### src/rtl/mini_src_pkg.sv
// Shared constants and types for the bus source selector: source indices,
// widths and the FSM state encoding.
package mini_src_pkg;

  localparam int unsigned W        = 32;
  localparam int unsigned NSRC_DEF = 24;
  localparam int unsigned CW_DEF   = 8;
  localparam int unsigned ENC_W    = 5;

  localparam int unsigned SRC_R0     = 0;
  localparam int unsigned SRC_R1     = 1;
  localparam int unsigned SRC_R2     = 2;
  localparam int unsigned SRC_R3     = 3;
  localparam int unsigned SRC_R4     = 4;
  localparam int unsigned SRC_R5     = 5;
  localparam int unsigned SRC_R6     = 6;
  localparam int unsigned SRC_R7     = 7;
  localparam int unsigned SRC_R8     = 8;
  localparam int unsigned SRC_R9     = 9;
  localparam int unsigned SRC_R10    = 10;
  localparam int unsigned SRC_R11    = 11;
  localparam int unsigned SRC_R12    = 12;
  localparam int unsigned SRC_R13    = 13;
  localparam int unsigned SRC_R14    = 14;
  localparam int unsigned SRC_R15    = 15;
  localparam int unsigned SRC_HI     = 16;
  localparam int unsigned SRC_LO     = 17;
  localparam int unsigned SRC_ZHIGH  = 18;
  localparam int unsigned SRC_ZLOW   = 19;
  localparam int unsigned SRC_PC     = 20;
  localparam int unsigned SRC_MDR    = 21;
  localparam int unsigned SRC_INPORT = 22;
  localparam int unsigned SRC_CSIGN  = 23;

  typedef enum logic [1:0] {
    ST_IDLE     = 2'd0,
    ST_DRIVE    = 2'd1,
    ST_CONFLICT = 2'd2
  } state_e;

endpackage

### src/rtl/bus_source_ctrl_if.sv
// Bus-source request/data bundle; master drives requests and source values,
// slave (the selector) returns the registered bus and status.
interface bus_source_ctrl_if #(
  parameter int unsigned NSRC = mini_src_pkg::NSRC_DEF,
  parameter int unsigned W    = mini_src_pkg::W,
  parameter int unsigned CW   = mini_src_pkg::CW_DEF
);
  import mini_src_pkg::*;

  logic [NSRC-1:0]   out_req;
  logic [NSRC*W-1:0] src_data;
  logic              BAout;
  logic              stall;
  logic [W-1:0]      BusMuxOut;
  logic              bus_valid;
  logic [ENC_W-1:0]  enc_sel;
  logic              conflict;
  logic [CW-1:0]     conflict_count;

  modport master (
    output out_req, src_data, BAout, stall,
    input  BusMuxOut, bus_valid, enc_sel, conflict, conflict_count
  );

  modport slave (
    input  out_req, src_data, BAout, stall,
    output BusMuxOut, bus_valid, enc_sel, conflict, conflict_count
  );

endinterface

### src/rtl/src_priority_enc.sv
// Combinational lowest-index-wins encoder over the source request vector,
// plus any-request and multi-hot flags.
module src_priority_enc
  import mini_src_pkg::*;
#(
  parameter int unsigned NSRC = NSRC_DEF
) (
  input  logic [NSRC-1:0]  req,
  output logic [ENC_W-1:0] idx_c,
  output logic             any_c,
  output logic             multi_c
);

  // Descending scan so the lowest set bit is the last assignment
  always_comb begin
    idx_c = '0;
    for (int i = int'(NSRC) - 1; i >= 0; i--) begin
      if (req[i]) idx_c = ENC_W'(i);
    end
  end

  // Clearing the lowest set bit leaves something only when two or more were set
  always_comb begin
    any_c   = |req;
    multi_c = |(req & (req - NSRC'(1)));
  end

endmodule

### src/rtl/bus_source_ctrl.sv
// Registered bus source selector: priority-picks one requester per cycle,
// tracks single/multi-hot requests in a small FSM and counts conflicts.
module bus_source_ctrl #(
  parameter int unsigned NSRC = mini_src_pkg::NSRC_DEF,
  parameter int unsigned W    = mini_src_pkg::W,
  parameter int unsigned CW   = mini_src_pkg::CW_DEF
) (
  input  logic             clk,
  input  logic             clr,
  bus_source_ctrl_if.slave bus
);
  import mini_src_pkg::*;

  localparam logic [CW-1:0] CNT_MAX = '1;

  state_e           state_q, state_d;
  logic [ENC_W-1:0] win_idx_c;
  logic             any_c;
  logic             multi_c;
  logic [W-1:0]     win_data_c;
  logic [W-1:0]     bus_q;
  logic [ENC_W-1:0] sel_q;
  logic [CW-1:0]    cnt_q;

  src_priority_enc #(.NSRC(NSRC)) u_enc (
    .req     (bus.out_req),
    .idx_c   (win_idx_c),
    .any_c   (any_c),
    .multi_c (multi_c)
  );

  // Winner's data; R0 reads as zero during a base-address access
  always_comb begin
    win_data_c = '0;
    for (int unsigned i = 0; i < NSRC; i++) begin
      if (win_idx_c == ENC_W'(i)) win_data_c = bus.src_data[i*W +: W];
    end
    if (win_idx_c == ENC_W'(SRC_R0) && bus.BAout) win_data_c = '0;
  end

  always_comb begin
    state_d = state_q;
    if (!bus.stall) begin
      if (multi_c)    state_d = ST_CONFLICT;
      else if (any_c) state_d = ST_DRIVE;
      else            state_d = ST_IDLE;
    end
  end

  always_ff @(posedge clk or negedge clr) begin
    if (!clr) state_q <= ST_IDLE;
    else      state_q <= state_d;
  end

  // Bus value and select hold when nothing requests; counter saturates
  always_ff @(posedge clk or negedge clr) begin
    if (!clr) begin
      bus_q <= '0;
      sel_q <= '0;
      cnt_q <= '0;
    end else if (!bus.stall) begin
      if (any_c) begin
        bus_q <= win_data_c;
        sel_q <= win_idx_c;
      end
      if (multi_c && cnt_q != CNT_MAX) cnt_q <= cnt_q + CW'(1);
    end
  end

  // Valid and conflict are decodes of the state register, so they freeze with it
  assign bus.BusMuxOut      = bus_q;
  assign bus.enc_sel        = sel_q;
  assign bus.conflict_count = cnt_q;
  assign bus.bus_valid      = (state_q != ST_IDLE);
  assign bus.conflict       = (state_q == ST_CONFLICT);

endmodule

### src/flat_wrapper.sv
// flat-port wrapper written by rule: the top's interface ports become plain ports
module bus_source_ctrl_flat import mini_src_pkg::*;
#(
  parameter int unsigned NSRC = mini_src_pkg::NSRC_DEF,
  parameter int unsigned W    = mini_src_pkg::W,
  parameter int unsigned CW   = mini_src_pkg::CW_DEF
)
  (clk, clr, bus_out_req, bus_src_data, bus_BAout, bus_stall, bus_BusMuxOut, bus_bus_valid, bus_enc_sel, bus_conflict, bus_conflict_count);
  bus_source_ctrl_if #(.NSRC(NSRC), .W(W), .CW(CW)) bus_i ();
  input  logic clk;
  input  logic clr;
  input wire logic [$bits(bus_i.out_req)-1:0] bus_out_req;
  input wire logic [$bits(bus_i.src_data)-1:0] bus_src_data;
  input wire logic [$bits(bus_i.BAout)-1:0] bus_BAout;
  input wire logic [$bits(bus_i.stall)-1:0] bus_stall;
  output wire logic [$bits(bus_i.BusMuxOut)-1:0] bus_BusMuxOut;
  output wire logic [$bits(bus_i.bus_valid)-1:0] bus_bus_valid;
  output wire logic [$bits(bus_i.enc_sel)-1:0] bus_enc_sel;
  output wire logic [$bits(bus_i.conflict)-1:0] bus_conflict;
  output wire logic [$bits(bus_i.conflict_count)-1:0] bus_conflict_count;
  assign bus_i.out_req = bus_out_req;
  assign bus_i.src_data = bus_src_data;
  assign bus_i.BAout = bus_BAout;
  assign bus_i.stall = bus_stall;
  assign bus_BusMuxOut = bus_i.BusMuxOut;
  assign bus_bus_valid = bus_i.bus_valid;
  assign bus_enc_sel = bus_i.enc_sel;
  assign bus_conflict = bus_i.conflict;
  assign bus_conflict_count = bus_i.conflict_count;
  bus_source_ctrl #(.NSRC(NSRC), .W(W), .CW(CW)) u_core (.clk(clk), .clr(clr), .bus(bus_i));
endmodule
### config.mk
export PLATFORM = sky130hd
export DESIGN_NAME = bus_source_ctrl_flat
export DESIGN_NICKNAME = d
export VERILOG_FILES = /design/src/rtl/mini_src_pkg.sv /design/src/rtl/bus_source_ctrl_if.sv /design/src/rtl/src_priority_enc.sv /design/src/rtl/bus_source_ctrl.sv /design/src/flat_wrapper.sv
export SDC_FILE = /design/constraint.sdc
export NUM_CORES = 1
export LEC_CHECK = 0
export CELL_PAD_IN_SITES_DETAIL_PLACEMENT = 0
export CELL_PAD_IN_SITES_GLOBAL_PLACEMENT = 1
export CORE_AREA = 5 5 321 323
export CTS_CLUSTER_SIZE = 20
export DETAILED_ROUTE_END_ITERATION = 7
export DIE_AREA = 0 0 326 328
export GPL_TIMING_DRIVEN = 1
export HOLD_SLACK_MARGIN = 0.1
export PLACE_DENSITY_LB_ADDON = 0.12
export SLEW_MARGIN = 20
export SYNTH_ARGS = -nofsm -noshare
export SYNTH_HDL_FRONTEND = slang
export SYNTH_HIERARCHICAL = 1
export SYNTH_SLANG_ARGS = --single-unit
### constraint.sdc
create_clock -name clk -period 3.4 [get_ports clk]
set_clock_uncertainty 0.05 [all_clocks]
set_input_delay 0.68 -clock clk [delete_from_list [all_inputs] [get_ports clk]]
set_output_delay 0.68 -clock clk [all_outputs]
set_load 0.05 [all_outputs]
# Word-level counts from Yosys, hierarchy flattened
# Cells that the tools add are included.
[classes] n_eq_ne=25 n_addsub=2 order_cmp=0 mux=51 bitwise_logic=2 n_shift=0 n_reduce_logical=8 n_mul=0 div=0
[op_table] op="$mux W32" n=25
[op_table] op="$mux W5" n=24
[op_table] op="$reduce_or A24 Y1" n=2
[op_table] op="$eq A5 B4 Y1 const B" n=8
[op_table] op="$eq A5 B5 Y1 const B" n=8
[op_table] op="$and A24 B24 Y24" n=1
[op_table] op="$sub A24 B1 Y24 const B" n=1
[op_table] op="$eq A5 B3 Y1 const B" n=4
[op_table] op="$eq A5 B2 Y1 const B" n=2
[op_table] op="$add A8 B1 Y8 const B" n=1
[op_table] op="$ne A8 B8 Y1 const B" n=1
[op_table] op="$eq A5 B1 Y1 const B" n=1
[op_table] op="$logic_not A5 Y1" n=1
[op_table] op="$reduce_and A2 Y1" n=2
[op_table] op="$eq A2 B2 Y1 const B" n=1
[op_table] op="$logic_and A1 B1 Y1" n=2
[op_table] op="$mux W2" n=1
[op_table] op="$reduce_bool A2 Y1" n=1
[op_table] op="$mux W1" n=1
[op_table] op="$not A1 Y1" n=1
[word_totals] mem_bits_ro=0 ram_bits=0 memories=0 latchBits=0 reg_bits=47 in_bits=796 output_inout_bits=47

# Longest topological paths before layout
[logic_depth] depth_word=50 ltp_mapped=16 mapped_depth_nobuf=12

# By module
# Netlist, hierarchy kept.
[by_module_without_submodules] module="bus_source_ctrl" cells_each=1216 seq_area_each_um2=1176.1 area_per_inst_um2=8577.0 instances=1
[by_module_without_submodules] module="src_priority_enc" cells_each=84 seq_area_each_um2=0.0 area_per_inst_um2=514.2 instances=1

# Worst setup path after synthesis
# OpenSTA, ideal clock, no wires.
[synth_timing] kind="input -> register" start="in bus_out_req[19]" end="reg u_core.bus_q[17] (netlist: u_core/bus.BusMuxOut[17])" path_stages=14 n_path_buf=5 required_ps=3224 arrival_ps=3153 setup_ps=126 setup_slack_ps=71 cell_sequence="a2111oi_0 a211oi_1 o41ai_1 a221oi_1 buf_4 buf_4 buf_4 buf_4 buf_2 nor2_1 o22ai_1 a221oi_1 nand3_1 a221o_1"
[synth_between] elab_chain_cells=46 word_cells_on_any_way=72
[synth_lines] item="start, declared" line_no="flat_wrapper.sv:12" rtl="input wire logic [$bits(bus_i.out_req)-1:0] bus_out_req;"
[synth_lines] item="$mux W5 * (20 in series)" line_no="src_priority_enc.sv:18" rtl="if (req[i]) idx_c = ENC_W'(i);"
[synth_lines] item="net u_core.win_idx_c[0]" line_no="bus_source_ctrl.sv:17" rtl="logic [ENC_W-1:0] win_idx_c;"
[synth_lines] item="$logic_not A5 Y1" line_no="bus_source_ctrl.sv:36, bus_source_ctrl.sv:38"
[synth_lines] item="$mux W32 (24 in series)" line_no="bus_source_ctrl.sv:36" rtl="if (win_idx_c == ENC_W'(i)) win_data_c = bus.src_data[i*W +: W];"
[synth_lines] item="$mux W32 *" line_no="bus_source_ctrl.sv:38" rtl="if (win_idx_c == ENC_W'(SRC_R0) && bus.BAout) win_data_c = '0;"
[synth_lines] item="end signal, assigned" line_no="bus_source_ctrl.sv:63" rtl="bus_q <= win_data_c;"
[synth_lines] item="end, declared" line_no="bus_source_ctrl.sv:21" rtl="logic [W-1:0] bus_q;"
# Mark *: on every way through the listed nets, which the timed path passes. The rest lies on a longest branch.
# A chain may end at the register's enable or synchronous reset.

# Worst setup path in the final report
[layout_timing] start="in bus_out_req[18]" end="reg u_core.bus_q[11] (netlist: u_core/bus.BusMuxOut[11])"
[layout_between] elab_chain_cells=45 word_cells_on_any_way=71
[layout_lines] item="$mux W5 * (19 in series)" line_no="src_priority_enc.sv:18"
[layout_lines] item="net u_core.win_idx_c[1]" line_no="bus_source_ctrl.sv:17"
[layout_lines] item="$logic_not A5 Y1" line_no="bus_source_ctrl.sv:36, bus_source_ctrl.sv:38"
[layout_lines] item="$mux W32 (24 in series)" line_no="bus_source_ctrl.sv:36"
[layout_lines] item="$mux W32 *" line_no="bus_source_ctrl.sv:38"
# Marked as above.

==> qor_table.md <==
| Parameter | This run |
| --- | --- |
| Status | complete, but fails checks |
| Violated checks | negative setup slack |
| Cell accounting for the most synthesized area | dfrtp_1 |
| CP required | 3.58 ns |
| First-pass DRT Iterations | 5 |
| Final weighted congestion of routability-driven global placement | 0.887 |
| Die area | 0.107 sq mm |
| Setup WS pre-CTS | -2.07 ns |
| Async set or reset register ratio after synthesis | 100% |
| Clock period minus final worst setup slack | 3.83 ns |
| Grt ovf | 0 |
| Met1 track utilization from global routing | 32.4% |
| CTS Hold Buffers Added | 0 |
| Ordered cell list for the critical path | buf_8 -> buf_6 -> nor2_4 -> o31ai_2 -> a211o_1 -> a211oi_2 -> a21oi_4 -> buf_6 -> or3b_4 -> nor2_2 -> buf_12 -> a22oi_2 -> buf_4 -> nand3_4 -> a2111oi_4 -> buf_4 -> o21ai_4 -> a22o_1 |
| CP startpoint kind | input port |
| Wire length of the first global-routing pass | 182 mm |
| Max-slew violation total from the final report | 0 |
| Net count, final | 3434 |
| Post-synthesis area per instance | 6.99 sq um |
| Largest stage delay, worst path | 0.57 ns |
| Filler Cells Inserted | 11004 |
| P&R area growth vs syn | 191% |
| Area of the placeable core | 0.0996 sq mm |
| Setup Viol. Count Final | 32 |
| Min setup slack post-route | -0.428 ns |
| Vertical die dimension | 328 um |
| Syn nets | 2097 |
| Count of warnings emitted by yosys | 6 |
| Number of buffers created by CTS | 5 |
| Met2 routing resource usage after global routing | 44.2% |
| Standby leakage power | 0.0101 uW |
| Arrival time reported for the critical path endpoint | 4.01 ns |
| Antenna violations before repair | 47 |
| Worst min-delay path class | in2async |
| Max-cap violations | 0 |
| Master cell of the clock root buffer | clkbuf_16 |
| Layout cells sized above 1 | 37.3% |
| Synth unique cells | 97 |
| Maximum fanout along the worst path | 13 |
| Synthesized area | 0.00909 sq mm |
| Rel. slew slack | 48.8% |
| Most frequent cells after synthesis | nand2_1 (132), a21oi_1 (122), o21ai_0 (121), a22oi_1 (119), nor2_1 (115) |
| Slowest-stage cell, CP | a2111oi_4 |
| Crit share post-route | 113% |
| Buffers from clock root to sink, at most | 2 |
| Slew at the pin closest to its max-slew limit | 0.761 ns |
| Worst Setup End Kind | flop |
| WL per Instance | 35.8 um |
| Cells taking the most area after synthesis | dfrtp_1 (13%), a22oi_1 (9.8%), a21oi_1 (6.7%) |
| Number of global-route vias before repair | 18849 |
| Detail Placement HPWL | 125 mm |
| Count of port buffers added during placement | 842 |
| Hold violation total from the final report | 0 |
| Routed via count divided by cell count | 4.44 |
| Clock latency of the later-clocked register in the worst-skew pair | 0.34 ns |
| Maximum clock rate | 0.261 GHz |
| Maximum ir drop on the vdd rail | 191 uV |
| Detailed router's first-iteration violation count | 1186 |
| Die Wd | 326 um |
| Largest net degree at the start of global routing | 42 |
| Prevailing post-synth register cell | dfrtp_1 |
| Met3 Usage GRT | 4.94% |
| Synthesized flop and latch total | 47 |
| Worst hold margin | 0.285 ns |
| Sequential-to-total area share from yosys stat | 12.9% |
| Clock tree from TritonCTS | done |
| Initial Util | 9.13% |
| Clock Pin Slew Worst Setup and Hold Paths | 0.09 ns |
| FF-to-FF setup slack | 1.66 ns |
| Setup repair after global routing missed its margin | yes |
| Pwr/cell area | 183 mW/mm^2 |
| Gate count of the mapped netlist | 1300 |
| CTS H-tree lvls | 2 |
| Clock net sink count | 47 |
| Share of the synthesized area in the top cell type | 12.9% |
| Count of unresolved DRC violations after routing | 0 |
| Antenna Violating Nets Remaining | 0 |
| Category of the critical setup timing path | in2reg |
| Boundary Pins | 843 |
| Most instantiated library cell after synthesis | nand2_1 |
| Row count | 116 |
| Number of enable-type register cells in the synthesized netlist | 0 |
| Sum of routed wire length over all layers | 142 mm |
| GRT Resource Usage Total | 25.1% |
| Via count | 17574 |
| Busiest layer in global routing | met2 |
==> final cells by class <==
class                   count  area (sq um)  share of cell area (%)
repair buffers           1445         14100                    53.4
flip-flops and latches     47          1180                    4.45
clock inverters             2          35.0                   0.132
inverters                  20          87.6                   0.331
well taps                1298          1620                    6.14
diodes                     18          45.0                   0.170
clock buffers               6           139                   0.525
multi-input cells        1118          9220                    34.9
==> cell usage in the layout, fill, tap and decap left out, types with 16 or more instances in the layout <==
master           count
a21oi_2             19
a22oi_2             35
nor2_1              94
buf_4              433
diode_2             18
clkdlybuf4s50_1    817
buf_6              104
o211ai_1            16
nand3_1             19
nand2_1            113
a221oi_2            18
o21ai_1             21
o22ai_1             28
buf_12              55
a21oi_1             94
nor3_4              16
dfrtp_1             47
a22o_1              16
inv_1               16
nor3_1              18
a22oi_1             84
o21ai_0             94
nor2_4              20
==> registers in the layout, indices dropped and copies added (netlist names) <==
register and count:
u_core/bus.conflict_count 8, u_core/state_q 2, u_core/bus.enc_sel 5, u_core/bus.BusMuxOut 32
==> per-layer routing <==
| metal | vias up | wire [um] |
|---|---|---|
| met4 | 32 | 2080 |
| met3 | 113 | 8400 |
| met1 | 8763 | 61400 |
| li1 | 7870 | - |
| met2 | 796 | 69500 |
| met5 | - | 215 |
==> where the power goes <==
group	internal, uW	total (uW)	switching [uW]
logic	1780	3410	1630
registers	657	750	93.0
clock network	369	686	317
total	2800	4840	2040
==> stage by stage <==
| step | utilization [%] | instances | total power [uW] | instance area [sq um] | TNS (ns) |
|---|---|---|---|---|---|
| 2_1_floorplan | - | 1300 | 1680 | 9090 | 0 |
| 5_1_grt | 26.5 | 3944 | 5020 | 26400 | -10.79 |
| 6_report | 26.6 | 3954 | 4840 | 26500 | -7.11 |
| 4_1_cts | 25.9 | 3913 | 4820 | 25700 | -7.03 |
| 3_5_place_dp | 23.0 | 3832 | 3770 | 22900 | -59.64 |
| 3_3_place_gp | 23.0 | 3832 | 3770 | 22900 | -63.41 |
==> path summary, 6_finish.rpt <==
path | from | cells past startpoint | end
worst max-delay path | bus_out_req[18] | 18 | u_core/bus.BusMuxOut[11]$_DFFE_PN0P_
worst min-delay path | clr | 2 | u_core/bus.BusMuxOut[20]$_DFFE_PN0P_
worst max register to register | u_core/bus.conflict_count[2]$_DFFE_PN0P_ | 6 | u_core/bus.conflict_count[3]$_DFFE_PN0P_
worst min register to register | u_core/bus.enc_sel[1]$_DFFE_PN0P_ | 2 | u_core/bus.enc_sel[1]$_DFFE_PN0P_
max in group asynchronous | clr | 2 | u_core/bus.conflict_count[5]$_DFFE_PN0P_
min in group clk | u_core/bus.enc_sel[1]$_DFFE_PN0P_ | 2 | u_core/bus.enc_sel[1]$_DFFE_PN0P_
==> critical path: cells and delay by family <==
| kind | cells | cell delay [ns] |
|---|---|---|
| AOI/OAI and AO/OA | 8 | 1.80 |
| and+or+nand+nor | 4 | 0.53 |
| buffers and inverters | 6 | 0.95 |
==> cell families (layout without fill, tap and decap cells) <==
family | count (synthesis) | count (layout) | share of synthesized area (%)
other cells | 0 | 18 | 0
compound gates | 632 | 632 | 47.7
fa+ha+maj | 3 | 3 | 0.372
buf+inv | 135 | 1473 | 8.41
xor+xnor | 7 | 7 | 0.674
simple gates | 445 | 445 | 25.3
mux | 31 | 31 | 4.65
flops | 47 | 47 | 12.9
==> what timing repair did <==
item	in CTS	in global routing
buffers inserted	78	34
cloned	3	0
endpoints found under the setup margin	45	40
gates resized for setup	535	122
pin swaps	121	94
(Power assumes the default switching activity.)
